==> src/rtl/bus_arbiter_if.sv <==
`default_nettype none
// ============================================================================
//  Module      : bus_arbiter_if
//  Description : Request/grant bundle between bus sources and bus_arbiter.
//  Revision    : 1.0 - initial release
// ============================================================================
interface bus_arbiter_if #(
    parameter int NREQ = 24
) ();
    logic [NREQ-1:0] req;
    logic [NREQ-1:0] grant;
    logic [4:0]      grant_id;
    logic            bus_busy;
    logic            timeout;

    modport master (
        output req,
        input  grant,
        input  grant_id,
        input  bus_busy,
        input  timeout
    );

    modport slave (
        input  req,
        output grant,
        output grant_id,
        output bus_busy,
        output timeout
    );
endinterface
`default_nettype wire

==> src/rtl/bus_arbiter.sv <==
`default_nettype none
// ============================================================================
//  Module      : bus_arbiter
//  Description : Round-robin single-owner bus arbiter with one-cycle turnaround.
//                Optional forced release after MAX_HOLD cycles when the macro
//                BUS_ARBITER_TIMEOUT_EN is defined.
//  Revision    : 1.0 - initial release
// ============================================================================
module bus_arbiter #(
    parameter int NREQ     = 24,
    parameter int MAX_HOLD = 16
) (
    input  wire logic    clock,
    input  wire logic    resetn,
    bus_arbiter_if.slave bus
);
    typedef enum logic [1:0] {
        IDLE  = 2'd0,
        GRANT = 2'd1,
        TURN  = 2'd2
    } state_t;

    localparam logic [4:0] LAST_ID = 5'(NREQ - 1);

    state_t          state_q, state_d;
    logic [NREQ-1:0] grant_q, grant_d;
    logic [4:0]      grant_id_q, grant_id_d;
    logic [4:0]      ptr_q, ptr_d;
    logic            busy_q, busy_d;
    logic            timeout_q, timeout_d;

    logic [NREQ-1:0] w_hi_req;
    logic [4:0]      w_lo_win;
    logic [4:0]      w_hi_win;
    logic [4:0]      w_win;
    logic            w_owner_req;
    logic            w_hold_expired;

    // Requests at or above ptr win first; otherwise wrap to the lowest index.
    assign w_hi_req = bus.req & ({NREQ{1'b1}} << ptr_q);

    always_comb begin
        w_lo_win = '0;
        w_hi_win = '0;
        for (int i = NREQ - 1; i >= 0; i--) begin
            if (bus.req[i])  w_lo_win = 5'(i);
            if (w_hi_req[i]) w_hi_win = 5'(i);
        end
    end

    assign w_win       = (|w_hi_req) ? w_hi_win : w_lo_win;
    assign w_owner_req = |(bus.req & grant_q);

`ifdef BUS_ARBITER_TIMEOUT_EN
    localparam int HOLD_W = $clog2(MAX_HOLD + 1);

    logic [HOLD_W-1:0] hold_q, hold_d;

    assign w_hold_expired = (hold_q == HOLD_W'(MAX_HOLD));

    always_comb begin
        hold_d = '0;
        unique case (state_q)
            IDLE:    hold_d = (|bus.req) ? HOLD_W'(1) : '0;
            GRANT:   hold_d = hold_q + HOLD_W'(1);
            default: hold_d = '0;
        endcase
    end

    always_ff @(posedge clock or negedge resetn) begin
        if (!resetn) hold_q <= '0;
        else         hold_q <= hold_d;
    end
`else
    assign w_hold_expired = 1'b0;
`endif

    always_comb begin
        state_d    = state_q;
        grant_d    = grant_q;
        grant_id_d = grant_id_q;
        busy_d     = busy_q;
        ptr_d      = ptr_q;
        timeout_d  = 1'b0;
        unique case (state_q)
            IDLE: begin
                if (|bus.req) begin
                    state_d    = GRANT;
                    grant_d    = {{(NREQ-1){1'b0}}, 1'b1} << w_win;
                    grant_id_d = w_win;
                    busy_d     = 1'b1;
                end
            end
            GRANT: begin
                if (!w_owner_req || w_hold_expired) begin
                    state_d    = TURN;
                    grant_d    = '0;
                    grant_id_d = '0;
                    busy_d     = 1'b0;
                    ptr_d      = (grant_id_q == LAST_ID) ? 5'd0 : grant_id_q + 5'd1;
                    timeout_d  = w_owner_req && w_hold_expired;
                end
            end
            TURN: begin
                state_d = IDLE;
            end
            default: begin
                state_d    = IDLE;
                grant_d    = '0;
                grant_id_d = '0;
                busy_d     = 1'b0;
            end
        endcase
    end

    always_ff @(posedge clock or negedge resetn) begin
        if (!resetn) begin
            state_q    <= IDLE;
            grant_q    <= '0;
            grant_id_q <= '0;
            ptr_q      <= '0;
            busy_q     <= 1'b0;
            timeout_q  <= 1'b0;
        end else begin
            state_q    <= state_d;
            grant_q    <= grant_d;
            grant_id_q <= grant_id_d;
            ptr_q      <= ptr_d;
            busy_q     <= busy_d;
            timeout_q  <= timeout_d;
        end
    end

    assign bus.grant    = grant_q;
    assign bus.grant_id = grant_id_q;
    assign bus.bus_busy = busy_q;
    assign bus.timeout  = timeout_q;

endmodule
`default_nettype wire

==> src/flat_wrapper.sv <==
// flat-port wrapper written by rule: the top's interface ports become plain ports
module bus_arbiter_flat 
#(
    parameter int NREQ     = 24,
    parameter int MAX_HOLD = 16
)
  (clock, resetn, bus_req, bus_grant, bus_grant_id, bus_bus_busy, bus_timeout);
  bus_arbiter_if #(.NREQ(NREQ)) bus_i ();
  input  wire logic clock;
  input  wire logic resetn;
  input wire logic [$bits(bus_i.req)-1:0] bus_req;
  output wire logic [$bits(bus_i.grant)-1:0] bus_grant;
  output wire logic [$bits(bus_i.grant_id)-1:0] bus_grant_id;
  output wire logic [$bits(bus_i.bus_busy)-1:0] bus_bus_busy;
  output wire logic [$bits(bus_i.timeout)-1:0] bus_timeout;
  assign bus_i.req = bus_req;
  assign bus_grant = bus_i.grant;
  assign bus_grant_id = bus_i.grant_id;
  assign bus_bus_busy = bus_i.bus_busy;
  assign bus_timeout = bus_i.timeout;
  bus_arbiter #(.NREQ(NREQ), .MAX_HOLD(MAX_HOLD)) u_core (.clock(clock), .resetn(resetn), .bus(bus_i));
endmodule
==> config.mk <==
export PLATFORM = sky130hd
export DESIGN_NAME = bus_arbiter_flat
export DESIGN_NICKNAME = d
export VERILOG_FILES = /design/src/rtl/bus_arbiter_if.sv /design/src/rtl/bus_arbiter.sv /design/src/flat_wrapper.sv
export SDC_FILE = /design/constraint.sdc
export NUM_CORES = 1
export LEC_CHECK = 0
export BUFFER_PORTS_ARGS = -buffer_cell sky130_fd_sc_hd__buf_2
export CORE_MARGIN = 2
export CORE_UTILIZATION = 40
export DETAILED_ROUTE_END_ITERATION = 8
export PLACE_DENSITY = 0.63
export SLEW_MARGIN = 10
export SYNTH_ARGS = -nofsm -noshare
export SYNTH_HDL_FRONTEND = slang
export SYNTH_SLANG_ARGS = --single-unit
==> constraint.sdc <==
create_clock -name clock -period 2.35 [get_ports clock]
set_input_delay 0.1175 -clock clock [delete_from_list [all_inputs] [get_ports clock]]
set_output_delay 0.1175 -clock clock [all_outputs]
set_load 0.03 [all_outputs]
==> summary.txt <==
Setup path
  • Type of element launching the critical path: flip-flop
  • CP cell instances: or4b_4 -> o311ai_4 -> a21o_2 -> or4b_4 -> a211o_4 -> o41ai_2
  • Peak fanout along the critical path: 8
  • Critical path origin: u_core.ptr_q[0]
  • CP Capture Type: flip-flop
  • CP most frequent cell: or4b_4
  • Reg-to-reg slack, setup: -0.35 ns
  • Arrival time worst endpoint: 2.89 ns
  • WP buf/inv: 0
  • Register-to-Register Path Depth: 6
  • WS Path Type: reg2reg
  • WP data required: 2.54 ns
  • CP endpoint: u_core.bus.grant[11]
  • Top delay family on crit path: compound AO/OA/AOI/OAI gates
  • Crit-path slowest cell: or4b_4
  • Slowest stage delay, CP: 0.50 ns
  • RR Startpoint: u_core.ptr_q[0]
  • CP Depth: 6
  • Reg-to-reg endpoint: u_core.bus.grant[11]

Synth
  • Async SR Flop Fraction: 100%
  • Syn Area/Cell: 8.41 um2
  • Synth Instances: 349
  • Top cell type by total area after synthesis: dfrtp_1
  • Seq/Total Area, Yosys: 31.5%
  • Top-area cell type share of the netlist area: 31.5%
  • Mapped Area: 2940 um2
  • Ys Warns: 0
  • Count of cell types in the netlist: 73
  • Syn Nets: 376
  • Synth area leaders: dfrtp_1 32%, nand2_1 6.6%, o41ai_2 5.5%
  • Most frequent cell after synthesis: nand2_1
  • Yosys reg bits: 37
  • Commonest cells post-synth: 52 x nand2_1, 37 x dfrtp_1, 25 x o21ai_0
  • EDFF count, synth: 0
  • Ys flop type: dfrtp_1

Layout
  • Register area: 932 um2
  • Number of diodes: 0
  • Area growth syn-to-layout: 58.0%
  • Share of cells above drive strength 1: 51.3%
  • Fin nets: 511
  • Filler cell count: 595
  • Multi-input gate area: 2260 um2
  • Post-route cell area: 4640 um2

Detailed routing
  • Final ANT Viol Nets: 0
  • Vias: 3688
  • Vias/cell: 6.32
  • Drt pass-1 iters: 6
  • DRT iter0 DRCs: 313
  • WL/cell: 21.5 um
  • DRC viols: 0
  • Routed WL: 12.6 mm

Floorplanning
  • Top Ports: 57
  • Initial cell density of the core: 40.9%
  • Core footprint: 7180 um2
  • FP Rows: 31
  • Die Span Y: 89.7 um
  • Die Wd: 89.7 um
  • Die area: 8040 um2

GRT
  • Pin count of the biggest net entering global routing: 38
  • Number of global-route vias before repair: 3424
  • Grt ovf: 0
  • Overall routing resource usage: 29.5%
  • First-pass GRT wire length: 17.9 mm
  • Initial antenna violation count: 0

Clock tree
  • CTS buffer count: 5
  • Root Buffer Master: clkbuf_8
  • Clock sink count: 37
  • CTS tree: yes
  • Clock latency on the worst-skew pair: 0.30 ns
  • H-tree levels: 2
  • Clk buf depth: 2
  • CTS clk-pin slew, worst paths: 0.08 ns

Status
  • Outcome: complete, but fails checks
  • Failing checks: negative setup slack

Power and ir drop
  • Combinational share of power: 75.0%
  • Flop pwr share: 15.7%
  • Sw frac: 48.9%
  • Peak supply drop: 1180 uV
  • Clk pwr share: 9.3%
  • PwrDens: 1580 nW/um2
  • Design internal power: 3740 uW
  • Sw Pwr: 3570 uW
  • Leak: 0.00213 uW

STA
  • Least-Margin Pin Slew: 0.900 ns
  • Final Hold Viols: 0
  • Slew HR: 39.3%
  • Fmax: 0.370 GHz
  • Worst Skew: 0.0111 ns
  • Period utilization: 115%
  • Unrepaired setup endpoints after global routing: yes
  • Final Critical Period: 2.70 ns
  • Max Slew Vio Count: 0
  • Final setup viols: 28
  • Final worst slack: -0.351 ns

Placed design
  • Pre-CTS setup slack: -0.424 ns
  • GPL Wtd Cong: 0.988
  • Hpwl dp: 8.23 mm
  • Dpl cell area: 3800 um2
  • IO Port Bufs: 55

Run
  • Max cap viols: 0

Worst hold path
  • Hold Crit Class: in2async
routing by layer:
metal / GRT usage [%] / share of wire (%) / vias up
met3: 3.38 / 7.7 / 54
met4: 10.6 / 4.9 / 0
met2: 49.1 / 48 / 242
met5: 0 / 0 / -
met1: 39.6 / 40 / 1771
li1: - / - / 1621
per-stage QoR:
step           util [%]  total power (uW)  instances  hold slack (ns)  TNS [ns]
4_1_cts            59.6              6380        572            0.461     -3.64
3_5_place_dp       53.0              4980        553            0.259     -7.79
5_1_grt            64.7              7630        584            0.503     -7.76
3_3_place_gp       53.0              4930        553            0.256     -5.82
2_1_floorplan         -              3480        349           -0.178    -0.203
6_report           64.7              7310        584            0.463     -6.89
kinds of logic after synthesis:
kind of cell	Yosys count	synth area share (%)
xor+xnor	1	0.298
buf+inv	36	6.01
other cells	1	0.128
fa+ha+maj	1	0.426
simple gates	139	24.9
mux	1	0.383
flops	37	31.5
compound gates	133	36.3
how the worst min path moves through the flow:
| stage | startpoint | endpoint | slack (ns) |
|---|---|---|---|
| after global routing | u_core.bus.bus_busy | u_core.bus.bus_busy | 0.50 |
| after CTS | bus_req[15] | u_core.state_q[1] | 0.46 |
| final | resetn | u_core.bus.grant[0] | 0.46 |
| after detailed placement | resetn | u_core.bus.grant[0] | 0.26 |
| after global placement | resetn | u_core.bus.grant[0] | 0.26 |
| after floorplan | resetn | u_core.bus.bus_busy | -0.18 |
flip-flops by register name (all words and copies together) (netlist names):
register             cells
u_core.bus.bus_busy      1
u_core.bus.grant_id      5
u_core.ptr_q             5
u_core.bus.grant        24
u_core.state_q           2
power by group through the flow:
stage / logic, uW / registers (uW) / clock network (uW)
6_report: 5480 / 1150 / 678
5_1_grt: 5740 / 1170 / 712
4_1_cts: 4560 / 1140 / 681
3_5_place_dp: 3850 / 1130 / 0
3_3_place_gp: 3810 / 1120 / 0
2_1_floorplan: 2160 / 1320 / 0
cell type report:
class                      count  area share [%]
clock buffer                   5            1.48
multi-input combinational    278            48.8
timing repair buffer         150            24.5
clock inverter                 3            1.48
sequential                    37            20.1
tap                           99            2.67
inverter                      12           0.971
cell usage in the layout (no fill, tap or decap), types with 3 or more instances in the layout:
master    count
a22oi_1      10
a22o_1        3
o21ai_1       4
o211ai_1      3
nor2b_1       9
o31ai_1       5
nor3b_1       3
a211oi_1      4
nand2_1      49
nor4_1        4
buf_6        18
dfrtp_1      32
nor2_1       18
o41ai_2      15
nand2b_1      5
nand4_1       3
o21ai_0      17
nand2_2       3
inv_1        11
clkbuf_8      5
buf_2        56
o21ai_2       6
dfrtp_2       5
nor3_1        4
nand3_1       7
buf_12        5
a21oi_2       4
a21oi_1      11
o31ai_2       7
buf_4        69
nand3_2       3
and3_1        3
what timing repair did:
action / 4_1_cts / 5_1_grt
buffers inserted: 8 / 13
pin swaps: 21 / 30
hold endpoints to repair: 37 / 0
cloned: 2 / 2
gates resized for setup: 50 / 54
endpoints found under the setup margin: 28 / 29
hold buffers: 1 / 0
No activity file was read; power rests on OpenSTA's default activity.
